<file path="src/rtl/rc_pkg.sv">
// Shared definitions for the permutation-core host driver: FSM states and block sizing.
package rc_pkg;

    localparam int RC_N_BITS     = 254;
    localparam int RC_NUM_ELEMS  = 39;

    typedef enum logic [2:0] {
        ST_IDLE    = 3'd0,
        ST_DEV_RST = 3'd1,
        ST_LOAD    = 3'd2,
        ST_RUN     = 3'd3,
        ST_UNLOAD  = 3'd4
    } rc_state_e;

endpackage

</file>
<file path="src/rtl/rc_skid_fifo.sv">
// Two-entry output FIFO; a push and a pop in the same cycle leave the occupancy unchanged.
module rc_skid_fifo #(
    parameter int WIDTH = 254
) (
    input  logic             clk,
    input  logic             reset_n,
    input  logic             push,
    input  logic [WIDTH-1:0] push_data,
    input  logic             pop,
    output logic [WIDTH-1:0] head,
    output logic             not_empty,
    output logic [1:0]       count
);

    logic [WIDTH-1:0] mem [2];
    logic             wr_ptr;
    logic             rd_ptr;
    logic             do_push;
    logic             do_pop;

    assign do_pop    = pop && (count != 2'd0);
    assign do_push   = push && (count != 2'd2 || do_pop);
    assign head      = mem[rd_ptr];
    assign not_empty = (count != 2'd0);

    // Storage carries no reset; only pointers and occupancy define validity.
    always_ff @(posedge clk) begin
        if (do_push) mem[wr_ptr] <= push_data;
    end

    always_ff @(posedge clk or negedge reset_n) begin
        if (!reset_n) begin
            wr_ptr <= 1'b0;
            rd_ptr <= 1'b0;
            count  <= 2'd0;
        end else begin
            if (do_push) wr_ptr <= ~wr_ptr;
            if (do_pop)  rd_ptr <= ~rd_ptr;
            count <= count + {1'b0, do_push} - {1'b0, do_pop};
        end
    end

endmodule

</file>
<file path="src/rtl/rc_host_driver.sv">
// Host-side sequencer: resets the permutation core, streams a block in, runs it,
// and unloads the results through a 2-entry FIFO onto the downstream stream.
//
// state      | meaning
// IDLE       | waiting for the first beat of a block (not accepted here)
// DEV_RST    | one-cycle rc_reset pulse to rewind core pointers
// LOAD       | forwarding NUM_ELEMS upstream beats to the core
// RUN        | rc_enable high until the core reports done
// UNLOAD     | reading results into the FIFO and draining it downstream
module rc_host_driver
    import rc_pkg::*;
#(
    parameter int N_BITS    = RC_N_BITS,
    parameter int NUM_ELEMS = RC_NUM_ELEMS
) (
    input  logic              clk,
    input  logic              reset_n,
    input  logic [N_BITS-1:0] s_data,
    input  logic              s_valid,
    output logic              s_ready,
    output logic [N_BITS-1:0] m_data,
    output logic              m_valid,
    input  logic              m_ready,
    output logic              m_last,
    output logic [N_BITS-1:0] rc_in_state,
    output logic              rc_wr,
    output logic              rc_rd,
    output logic              rc_enable,
    output logic              rc_reset,
    input  logic [N_BITS-1:0] rc_out_state,
    input  logic              rc_done,
    output logic              busy
);

    localparam int            CW       = $clog2(NUM_ELEMS + 1);
    localparam logic [CW-1:0] CNT_LAST = CW'(NUM_ELEMS - 1);
    localparam logic [CW-1:0] CNT_ALL  = CW'(NUM_ELEMS);

    rc_state_e     state;
    logic [CW-1:0] wr_cnt;
    logic [CW-1:0] rd_cnt;
    logic [CW-1:0] out_cnt;
    logic          rd_q;
    logic          pop;
    logic [1:0]    fifo_count;
    logic [2:0]    pending;

    assign s_ready     = (state == ST_LOAD);
    assign rc_wr       = s_ready && s_valid;
    assign rc_in_state = s_data;
    assign busy        = (state != ST_IDLE);
    assign pop         = m_valid && m_ready;

    // Slots already spoken for after this cycle's pop; keeps the FIFO from overflowing
    // while still allowing one read per cycle when the consumer keeps up.
    assign pending = {1'b0, fifo_count} + {2'b00, rd_q} - {2'b00, pop};
    assign rc_rd   = (state == ST_UNLOAD) && (rd_cnt < CNT_ALL) && (pending < 3'd2);
    assign m_last  = m_valid && (out_cnt == CNT_LAST);

    rc_skid_fifo #(.WIDTH(N_BITS)) u_fifo (
        .clk       (clk),
        .reset_n   (reset_n),
        .push      (rd_q),
        .push_data (rc_out_state),
        .pop       (pop),
        .head      (m_data),
        .not_empty (m_valid),
        .count     (fifo_count)
    );

    always_ff @(posedge clk or negedge reset_n) begin
        if (!reset_n) begin
            state     <= ST_IDLE;
            rc_reset  <= 1'b1;
            rc_enable <= 1'b0;
            wr_cnt    <= '0;
            rd_cnt    <= '0;
            out_cnt   <= '0;
            rd_q      <= 1'b0;
        end else begin
            rc_reset <= 1'b0;
            rd_q     <= rc_rd;
            case (state)
                ST_IDLE: begin
                    if (s_valid) begin
                        state    <= ST_DEV_RST;
                        rc_reset <= 1'b1;
                    end
                end
                ST_DEV_RST: begin
                    state   <= ST_LOAD;
                    wr_cnt  <= '0;
                    rd_cnt  <= '0;
                    out_cnt <= '0;
                end
                ST_LOAD: begin
                    if (rc_wr) begin
                        wr_cnt <= wr_cnt + CW'(1);
                        if (wr_cnt == CNT_LAST) begin
                            state     <= ST_RUN;
                            rc_enable <= 1'b1;
                        end
                    end
                end
                ST_RUN: begin
                    if (rc_done) begin
                        state     <= ST_UNLOAD;
                        rc_enable <= 1'b0;
                    end
                end
                ST_UNLOAD: begin
                    if (rc_rd) rd_cnt <= rd_cnt + CW'(1);
                    if (pop) begin
                        out_cnt <= out_cnt + CW'(1);
                        if (m_last) state <= ST_IDLE;
                    end
                end
                default: state <= ST_IDLE;
            endcase
        end
    end

endmodule

</file>
<file path="config.mk">
export PLATFORM = sky130hd
export DESIGN_NAME = rc_host_driver
export DESIGN_NICKNAME = d
export VERILOG_FILES = /design/src/rtl/rc_pkg.sv /design/src/rtl/rc_skid_fifo.sv /design/src/rtl/rc_host_driver.sv
export SDC_FILE = /design/constraint.sdc
export NUM_CORES = 1
export LEC_CHECK = 0
export CELL_PAD_IN_SITES_DETAIL_PLACEMENT = 0
export CELL_PAD_IN_SITES_GLOBAL_PLACEMENT = 1
export CORE_AREA = 5 5 403 405
export DETAILED_ROUTE_END_ITERATION = 6
export DIE_AREA = 0 0 408 410
export GPL_TIMING_DRIVEN = 0
export MAX_ROUTING_LAYER = met4
export PLACE_DENSITY = 0.47
export SLEW_MARGIN = 40
export SYNTH_ARGS = -nofsm -noshare
export SYNTH_HDL_FRONTEND = slang
export SYNTH_HIERARCHICAL = 1
export SYNTH_SLANG_ARGS = --single-unit
</file>
<file path="constraint.sdc">
create_clock -name clk -period 24.4 [get_ports clk]
set_input_delay 4.88 -clock clk [delete_from_list [all_inputs] [get_ports clk]]
set_output_delay 4.88 -clock clk [all_outputs]
set_load 0.005 [all_outputs]
</file>
* Word level (Yosys, flattened, before mapping)
Memory sizes are Yosys's and may differ from the RTL's.
Cells that the tools add are included.
** Storage, ports and cells
- Memories :: 1
- Flip-flop bits (word level) :: 28
- RAM bits :: 508
- Output and inout bits :: 516
- Bits in latches :: 0
- Memory bits (read-only) :: 0
- Bits of input ports :: 513
- Word-level logic and storage cells :: 76
** Operators by class
- Reduce and logical (&&, ||, !) cells :: 19
- Divide/modulo/power cells :: 0
- Shift operators :: 0
- Mux-type cells :: 21
- $mul :: 0
- Eq/ne operators :: 14
- Add/sub/neg operators :: 7
- Bitwise gates (word level) :: 2
- Order comparisons :: 2
** Memory list
- u_fifo.mem :: depth 2, bits a word 254, read ports 1, clocked after memory_dff 0, wr ports 1, line rc_skid_fifo.sv:15 : logic [WIDTH-1:0] mem [2];
** Operators by type and width (number)
- 6-bit one-hot mux with 2 select lines :: 3
- 6-bit by 1-bit adder with 6-bit output (second input constant) :: 3
- 3-bit two-way mux :: 6
- 6-bit two-way mux :: 3
- 3-bit one-hot mux with 5 select lines :: 1
- 6-bit == test (second input constant) :: 2
- 2-bit != test (second input constant) :: 6
- 2-bit nonzero test :: 4
- 1-bit logical AND :: 7
- 1-bit two-way mux :: 7
- 3-bit by 2-bit == test with 1-bit output (second input constant) :: 2
- 6-bit less-than comparator (second input constant) :: 1
- 2-bit AND reduction :: 3
- 6-bit AND reduction :: 1
- 2-bit by 1-bit != test with 1-bit output (second input constant) :: 2
- 4-bit AND reduction :: 1
- 2-bit by 1-bit adder with 3-bit output :: 1
- 3-bit by 1-bit == test with 1-bit output (second input constant) :: 1
- 3-bit == test (second input constant) :: 1
- 3-bit logical NOT :: 1
- 3-bit by 2-bit less-than comparator with 1-bit output (second input constant) :: 1
- 3-bit nonzero test :: 1
- 3-bit by 1-bit subtractor with 3-bit output :: 1
- 2-bit by 1-bit adder with 2-bit output :: 1
- other kinds (4) :: 5

* Depth between registers and ports, before layout
Gate-level depths: netlist of run 1.
- Depth after elaboration :: 7
- Mapped depth :: 10

* Modules after synthesis
Netlist of run 1, hierarchy kept.
** By module, submodules not included
- rc_skid_fifo :: area an instance 18704.2 um2, seq. area each 15354.7 um2, cells an instance 810, times used 1
- rc_host_driver :: area an instance 3293.2 um2, seq. area each 601.8 um2, cells an instance 397, times used 1

* Worst setup path before layout of run 1
Ideal clock, no wire load.
- Path kind :: input -> register
- From :: input m_ready
- To :: memory u_fifo.mem[0][0], enable pin
- Stages :: 3
- Arrival time :: 15.691 ns
- Library setup time :: 0.872 ns
- Required time :: 23.528 ns
- Path slack :: 7.837 ns
- Path through :: and2_1 nor3b_1 nor2_1
** On the way
- Word-level cells in the longest chain between the ends :: 6
** Ends and longest elaborated chain
- start, declared :: line rc_host_driver.sv:23 : input logic m_ready,
- 1-bit logical AND :: line rc_host_driver.sv:52 : assign pop = m_valid && m_ready;
- 1-bit logical AND :: line rc_skid_fifo.sv:21 : assign do_pop = pop && (count != 2'd0);
- 1-bit logical OR :: line rc_skid_fifo.sv:22 : assign do_push = push && (count != 2'd2 || do_pop);
- 1-bit logical AND :: line rc_skid_fifo.sv:22
- 1-bit two-way mux :: line rc_skid_fifo.sv:28 : if (do_push) mem[wr_ptr] <= push_data;
- 1-bit two-way mux (not written as such) :: line rc_skid_fifo.sv:28
- end, declared :: line rc_skid_fifo.sv:15
Every way passes these cells.

* Worst setup path after layout of run 1
- From :: input m_ready
- To :: output rc_rd
** On the way
- Word-level cells in the longest chain between the ends :: 4
** Ends and longest elaborated chain
- 1-bit logical AND :: line rc_host_driver.sv:52
- via pop :: line rc_host_driver.sv:44 : logic pop;
- 3-bit by 1-bit subtractor with 3-bit output :: line rc_host_driver.sv:56 : assign pending = {1'b0, fifo_count} + {2'b00, rd_q} - {2'b00, pop};
- 3-bit by 2-bit less-than comparator with 1-bit output :: line rc_host_driver.sv:57 : assign rc_rd = (state == ST_UNLOAD) && (rd_cnt < CNT_ALL) && (pending < 3'd2);
- 1-bit logical AND :: line rc_host_driver.sv:57
- end, declared :: line rc_host_driver.sv:27 : output logic rc_rd,
The timed path passes the listed nets, and every way through them passes these cells.

==> results of run 1 <==
[layer usage]
metal,vias to the layer above,wire (µm)
li1,6061,-
met1,6375,28300
met2,519,36000
met3,108,6340
met4,0,1680
met5,-,0
[registers in the layout, indices dropped and copies added (netlist names)]
signal	cells
state	3
u_fifo/rd_ptr	1
rd_cnt	6
wr_cnt	6
u_fifo/mem	508
rd_q	1
rc_reset	1
u_fifo/wr_ptr	1
out_cnt	6
rc_enable	1
u_fifo/count	2
[worst max-delay path by stage]
stage                  from                      endpoint  slack [ns]
finish              m_ready                         rc_rd       11.76
global route        m_ready                         rc_rd       11.56
CTS                 m_ready                         rc_rd       11.70
detailed placement  m_ready                         rc_rd       11.71
global placement    m_ready  u_fifo/mem[0][103]$_DFFE_PP_       -2.58
floorplan           m_ready    u_fifo/mem[0][0]$_DFFE_PP_        7.84
[power by group through the flow]
stage          clock network, mW  logic [mW]  registers [mW]
4_1_cts                     1.02       0.804            1.09
5_1_grt                     1.06       0.832            1.10
3_3_place_gp                   0       0.789            1.13
6_report                   0.968       0.771            1.09
3_5_place_dp                   0       0.798            1.11
2_1_floorplan                  0       0.351            1.12
[logic make-up (layout without fill, tap and decap cells)]
group | count (synthesis) | in the layout | synth area share, %
flops | 536 | 536 | 72.5
buf+inv | 299 | 1225 | 10.7
xor+xnor | 8 | 8 | 0.319
simple gates | 62 | 62 | 1.71
other cells | 0 | 11 | 0
fa+ha+maj | 9 | 9 | 0.546
compound gates | 35 | 35 | 0.995
mux | 258 | 258 | 13.2
[cell usage after synthesis, drive strengths merged]
cell	instances
o211ai	1
o21a	1
mux2	255
xor2	1
nor4	1
nor3	3
or3	5
and4	2
nor2	7
nand2b	9
dfstp	1
a21o	1
nand2	13
o2111a	1
a21oi	11
and3b	2
edfxtp	508
ha	8
fa	1
inv	11
and3	1
dfrtp	27
nand4	1
clkbuf	21
and2b	1
a2111oi	1
nand4b	3
a211oi	3
o22ai	2
nand4bb	1
nor3b	4
o2bb2ai	1
buf	267
o21ai	10
xnor2	7
or2	1
a31oi	2
mux2i	3
a221oi	1
nand3	7
and2	1
[layout make-up]
class | instances | area (µm²) | share of cell area, %
inverter | 11 | 41.3 | 0.117
timing repair buffer | 804 | 8420 | 23.9
antenna | 11 | 27.5 | 0.0782
sequential | 536 | 16000 | 45.3
clock inverter | 42 | 373 | 1.06
clock buffer | 80 | 1770 | 5.02
tap | 2072 | 2590 | 7.37
buffer | 288 | 2310 | 6.57
multi-input combinational | 372 | 3700 | 10.5
==> Flow_metrics.wiki, run 1 <==
{| class="wikitable"
! Metric !! Value
|-
| Run status || complete, no violations
|-
| Share of the yosys chip area belonging to registers || 72.5%
|-
| Total iterations of the first detailed-routing run || 4
|-
| Rows || 146
|-
| HP Start || rd_cnt[0]$_DFFE_PN0P_
|-
| Cell occurring most often along the worst timing path || sky130_fd_sc_hd__clkdlybuf4s50_1
|-
| Critical path data required time || 19.52 ns
|-
| Yosys warning total || 6
|-
| IO Pins || 1029
|-
| Post-route minimum period || 12.64 ns
|-
| Setup slack at placement || 11.71 ns
|-
| Fraction of layout instances using a drive strength above 1 || 31.6%
|-
| Final hold violation count || 0
|-
| Clock skew after layout || 0.0227 ns
|-
| Met3 usage || 3.72%
|-
| CP Capture Type || output pin
|-
| Worst-case setup margin in the final layout || 11.76 ns
|-
| Longest Clk Path Bufs || 3
|-
| Core occupancy in the finished layout || 22.3%
|-
| Top Usage Layer GRT || met2
|-
| Worst reg2reg path startpoint || u_fifo/count[1]$_DFF_PN0_
|-
| Critical path data arrival time || 7.76 ns
|-
| Antenna violations before repair || 8
|-
| Path class of the lowest-slack min-delay path || reg2reg
|-
| Total internal power || 2.08 mW
|-
| Placed wire-length estimate after detailed placement || 55600 µm
|-
| Global-route usage over all layers || 8.40%
|-
| Clock tree root driver cell || sky130_fd_sc_hd__clkbuf_16
|-
| MaxCap Viol Count || 0
|-
| Count of placed standard cells in the final layout, fillers left out || 4216
|-
| Number of distinct library cell variants in the gate-level netlist after synthesis || 48
|-
| Peak supply drop || 0.0000428 V
|-
| Wirelength per Cell || 17.2 µm
|-
| Synthesized Nets || 1729
|-
| Setup slack on the worst flop-to-flop path || 20.98 ns
|-
| CTS H-tree depth || 3
|-
| Total via count after detailed routing || 13100
|-
| Relative slew slack || 52.4%
|-
| Slew of the pin with the lowest slew margin || 0.712 ns
|-
| Remaining design rule violation count || 0
|-
| Crit-path max FO || 8
|-
| Antenna-violating nets left || 0
|-
| Worst Reg-to-Reg Cells || 11
|-
| Largest net degree at the start of global routing || 30
|-
| Most frequent cells in the layout || 773 x sky130_fd_sc_hd__clkdlybuf4s50_1, 508 x sky130_fd_sc_hd__edfxtp_1, 255 x sky130_fd_sc_hd__buf_4, 255 x sky130_fd_sc_hd__mux2_2, 69 x sky130_fd_sc_hd__clkbuf_16
|-
| Ratio of final minimum period to clock period || 51.8%
|-
| Design area || 35200 µm²
|-
| Combinational power share || 27.2%
|-
| Kind of critical path || in2out
|-
| Cell with the largest stage delay on the worst path || sky130_fd_sc_hd__clkdlybuf4s50_1
|-
| RD Place Congestion || 0.756
|-
| Total die area || 167000 µm²
|-
| GR Layer Usage met1 || 9.19%
|-
| Switching pwr || 0.748 mW
|-
| Top delay family on crit path || buffers and inverters
|-
| Final slew viol count || 0
|-
| Starting DRT DRC Count || 414
|-
| Met2 Usage GRT || 14.0%
|-
| Die H || 410 µm
|-
| Final-stage net count || 2604
|-
| Most common library cell in the layout ignoring fill and taps || sky130_fd_sc_hd__clkdlybuf4s50_1
|-
| Unrepaired setup endpoints after global routing || false
|-
| Post-Place Cells || 4083
|-
| Average via count per standard cell || 3.10
|-
| Synth top area cells || sky130_fd_sc_hd__edfxtp_1 69%, sky130_fd_sc_hd__mux2_2 13%, sky130_fd_sc_hd__buf_4 8.7%
|-
| Average cell area after synthesis || 18.2 µm²
|-
| Fillers || 16600
|-
| Power consumption || 2.83 mW
|-
| Element type at the critical path start || input pin
|-
| Terminus of the critical flop-to-flop path || u_fifo/mem[0][178]$_DFFE_PP_
|-
| Number of endpoints failing setup at the final stage || 0
|-
| Global-route wire length before repair || 100000 µm
|-
| Count of input and output buffers || 774
|-
| Clock Sinks || 536
|-
| TritonCTS clock tree || built
|-
| Synth top area share || 69.3%
|-
| Growth of design area from synthesis to finish || 60.0%
|-
| Maximum frequency from static timing analysis || 79.1 MHz
|-
| Sequential Power Share || 38.5%
|-
| Total negative slack for setup checks || 0 ns
|-
| CTS clock-pin slew for the worst setup and hold paths || 0.05 ns
|-
| Leak || 12.0 nW
|-
| Ratio of total power to cell area || 80.4 nW/µm²
|-
| Total stage count of the critical path || 9
|-
| Post-CTS repair timing setup buffer count || 0
|-
| Count of state elements after synthesis || 536
|-
| Area after detailed placement || 33000 µm²
|-
| Remaining Overflow, GRT || 0
|-
| Effective utilization at floorplan || 13.9%
|-
| Clock latency on the worst-skew pair || 0.64 ns
|-
| Hold worst-path end || rd_cnt[0]$_DFFE_PN0P_
|-
| Core footprint || 158000 µm²
|-
| Wire length reported by the detailed router || 72400 µm
|-
| Number of global-route vias before repair || 14100
|-
| Cell type with the largest total area after synthesis || sky130_fd_sc_hd__edfxtp_1
|-
| Number of buffers added by the clock tree synthesis step || 69
|-
| Cell Chain, Critical Path || clkdlybuf4s50_1 > and2_1 > ha_1 > nand2b_1 > fa_1 > xnor2_1 > o2111a_1 > buf_2 > clkdlybuf4s50_1
|-
| Hold_ws || 0.515 ns
|-
| Count of cells along the worst hold path || 1
|-
| Mapped Cells || 1207
|-
| Part of the power in the clock network || 34.2%
|-
| Switching Fraction || 26.4%
|-
| Worst path max stage delay || 0.62 ns
|-
| Number of hold-repair buffers added at the cts stage || 0
|-
| Horizontal die dimension || 408 µm
|-
| Post-synthesis cell area || 22000 µm²
|-
| Worst path bufs/invs || 3
|-
| Number of gates given a new drive strength after cts || 0
|}
Note: power is estimated with default switching activity, not from simulation.
==> run 2: changes to the inputs <==
Settings changed: CORE_AREA 5 5 403 405 to 5 5 397 399, DIE_AREA 0 0 408 410 to 0 0 402 404, PLACE_DENSITY 0.47 to 0.48.
Clock period 24.4 ns to 12.2 ns, I/O delays scaled along.
==> run 2 against run 1 <==
Wire length shrank 0.77%. Largest power group unchanged. Sequential power grew 100%. Setup slack lost 7.3 ns. Die area shrank 2.9%.
==> Flow_metrics.wiki, run 2 (same netlist as run 1, synthesis figures left out) <==
{| class="wikitable"
! Metric !! Value
|-
| Wirelength per Cell || 17.1 µm (-0.27%)
|-
| Clock Sinks || 536 (unchanged)
|-
| Design area || 35300 µm² (+0.26%)
|-
| Rows || 144 (-1.4%)
|-
| Post-route minimum period || 7.70 ns
|-
| Leak || 12.0 nW (+0.46%)
|-
| Part of the power in the clock network || 35.4% (+1.2 points)
|-
| Wire length reported by the detailed router || 71800 µm (-0.77%)
|-
| Number of gates given a new drive strength after cts || 0 (unchanged)
|-
| Remaining Overflow, GRT || 0 (unchanged)
|-
| Total iterations of the first detailed-routing run || 6 (+2)
|-
| Remaining design rule violation count || 0 (unchanged)
|-
| Final slew viol count || 0 (unchanged)
|-
| Placed wire-length estimate after detailed placement || 55200 µm (-0.72%)
|-
| Switching pwr || 1.48 mW (+98%)
|-
| Most frequent cells in the layout || 773 x sky130_fd_sc_hd__clkdlybuf4s50_1, 508 x sky130_fd_sc_hd__edfxtp_1, 255 x sky130_fd_sc_hd__buf_4, 255 x sky130_fd_sc_hd__mux2_2, 74 x sky130_fd_sc_hd__clkbuf_16
|-
| Growth of design area from synthesis to finish || 60.4%
|-
| Worst-case setup margin in the final layout || 4.50 ns (-7.26 ns)
|-
| Switching Fraction || 25.7% (-0.70 points)
|-
| Clock latency on the worst-skew pair || 0.65 ns (about the same)
|-
| Setup slack at placement || 4.45 ns (-7.27 ns)
|-
| Number of buffers added by the clock tree synthesis step || 73 (+5.8%)
|-
| Longest Clk Path Bufs || 3 (unchanged)
|-
| Path class of the lowest-slack min-delay path || reg2reg
|-
| Setup slack on the worst flop-to-flop path || 8.85 ns (-12.13 ns)
|-
| Clock skew after layout || 0.0325 ns (+0.00972 ns)
|-
| RD Place Congestion || 0.737 (-2.5%)
|-
| Ratio of final minimum period to clock period || 63.1%
|-
| Fraction of layout instances using a drive strength above 1 || 31.6% (about the same)
|-
| Clock tree root driver cell || sky130_fd_sc_hd__clkbuf_16
|-
| Count of input and output buffers || 774 (unchanged)
|-
| Total die area || 162000 µm² (-2.9%)
|-
| Most common library cell in the layout ignoring fill and taps || sky130_fd_sc_hd__clkdlybuf4s50_1
|-
| Combinational power share || 26.7% (-0.5 points)
|-
| Ratio of total power to cell area || 163 nW/µm² (+100%)
|-
| Core occupancy in the finished layout || 23.0% (+0.71 points)
|-
| Antenna-violating nets left || 0 (unchanged)
|-
| Area after detailed placement || 33000 µm² (-0.16%)
|-
| Run status || complete, no violations
|-
| Average via count per standard cell || 3.12 (+0.62%)
|-
| Horizontal die dimension || 402 µm (-1.5%)
|-
| CTS H-tree depth || 3 (unchanged)
|-
| Starting DRT DRC Count || 373 (-9.9%)
|-
| Core footprint || 154000 µm² (-2.9%)
|-
| CTS clock-pin slew for the worst setup and hold paths || 0.05 ns (about the same)
|-
| Number of hold-repair buffers added at the cts stage || 0 (unchanged)
|-
| IO Pins || 1029 (unchanged)
|-
| Post-CTS repair timing setup buffer count || 0 (unchanged)
|-
| Global-route wire length before repair || 98500 µm (-1.5%)
|-
| Sequential Power Share || 37.9% (-0.6 points)
|-
| Die H || 404 µm (-1.5%)
|-
| Peak supply drop || 0.0000945 V (+120%)
|-
| Critical path data required time || 9.76 ns (-9.76 ns)
|-
| Antenna violations before repair || 17 (+9)
|-
| Effective utilization at floorplan || 14.3% (+0.41 points)
|-
| Slew of the pin with the lowest slew margin || 0.596 ns (-0.116 ns)
|-
| Global-route usage over all layers || 8.52% (+0.12 points)
|-
| Kind of critical path || in2out
|-
| Crit-path max FO || 8 (unchanged)
|-
| Element type at the critical path start || input pin
|-
| Total internal power || 4.27 mW (+110%)
|-
| Fillers || 16100 (-2.9%)
|-
| Final-stage net count || 2608 (+0.15%)
|-
| Critical path data arrival time || 5.26 ns (-2.50 ns)
|-
| Relative slew slack || 60.2% (+7.9 points)
|-
| Unrepaired setup endpoints after global routing || false
|-
| Number of global-route vias before repair || 13800 (-1.7%)
|-
| Number of endpoints failing setup at the final stage || 0 (unchanged)
|-
| CP Capture Type || output pin
|-
| MaxCap Viol Count || 0 (unchanged)
|-
| Max FFs per register || 508 (unchanged)
|-
| Hold_ws || 0.502 ns (-0.0128 ns)
|-
| TritonCTS clock tree || built
|-
| Largest Register || u_fifo/mem
|-
| Final hold violation count || 0 (unchanged)
|-
| Total via count after detailed routing || 13100 (+0.12%)
|-
| Maximum frequency from static timing analysis || 130 MHz
|-
| Largest net degree at the start of global routing || 30 (unchanged)
|}
==> run 2: final timing paths <==
path                                           start                            to  cells after the start
setup / recovery                             m_ready                         rc_rd                      9
hold / removal                 rd_cnt[4]$_DFFE_PN0P_         rd_cnt[4]$_DFFE_PN0P_                      1
setup reg to reg           u_fifo/count[1]$_DFF_PN0_  u_fifo/mem[0][165]$_DFFE_PP_                     11
hold reg to reg                rd_cnt[4]$_DFFE_PN0P_         rd_cnt[4]$_DFFE_PN0P_                      1
min in group asynchronous                    reset_n     u_fifo/rd_ptr$_DFFE_PN0P_                      1
max in group asynchronous                    reset_n            rc_reset$_DFF_PN1_                      2
==> run 2: power groups by stage <==
| stage | Sequential [mW] | Combinational (mW) | Clock, mW |
|---|---|---|---|
| after detailed placement | 2.22 | 1.59 | 0 |
| after floorplan | 2.23 | 0.702 | 0 |
| final | 2.18 | 1.54 | 2.04 |
| after CTS | 2.18 | 1.60 | 2.15 |
| after global routing | 2.19 | 1.66 | 2.23 |
| after global placement | 2.26 | 1.58 | 0 |
==> run 2: critical path, stage by stage <==
cell	delay [ns]
sky130_fd_sc_hd__clkdlybuf4s50_1	0.57
sky130_fd_sc_hd__and2_1	0.27
sky130_fd_sc_hd__ha_1	0.26
sky130_fd_sc_hd__nand2b_1	0.15
sky130_fd_sc_hd__fa_1	0.38
sky130_fd_sc_hd__xnor2_1	0.22
sky130_fd_sc_hd__o2111a_1	0.19
sky130_fd_sc_hd__buf_2	0.19
sky130_fd_sc_hd__clkdlybuf4s50_1	0.58
==> run 2: stage by stage <==
stage	instances	power, mW	TNS, ns
after floorplan	1207	2.93	0
after global placement	4025	3.83	-1759.61
after detailed placement	4055	3.81	0
after CTS	4184	5.94	0
after global routing	4195	6.08	0
final	4195	5.75	0
==> run 2: layer usage <==
layer | wire [µm] | global-route usage, % | vias to the layer above
met4 | 1510 | 2.25 | 0
li1 | - | - | 6071
met2 | 36100 | 14.3 | 567
met1 | 27300 | 9.16 | 6334
met3 | 6960 | 3.91 | 107
met5 | 0 | - | -
==> run 2: final cells by class <==
class / instances / area [µm²] / share of cell area [%]
Antenna cell: 11 / 27.5 / 0.0780
Multi-Input combinational cell: 372 / 3700 / 10.5
Inverter: 11 / 41.3 / 0.117
Clock inverter: 35 / 358 / 1.01
Clock buffer: 94 / 1930 / 5.46
Timing Repair Buffer: 804 / 8400 / 23.8
Tap cell: 2044 / 2560 / 7.25
Sequential cell: 536 / 16000 / 45.2
Buffer: 288 / 2310 / 6.55
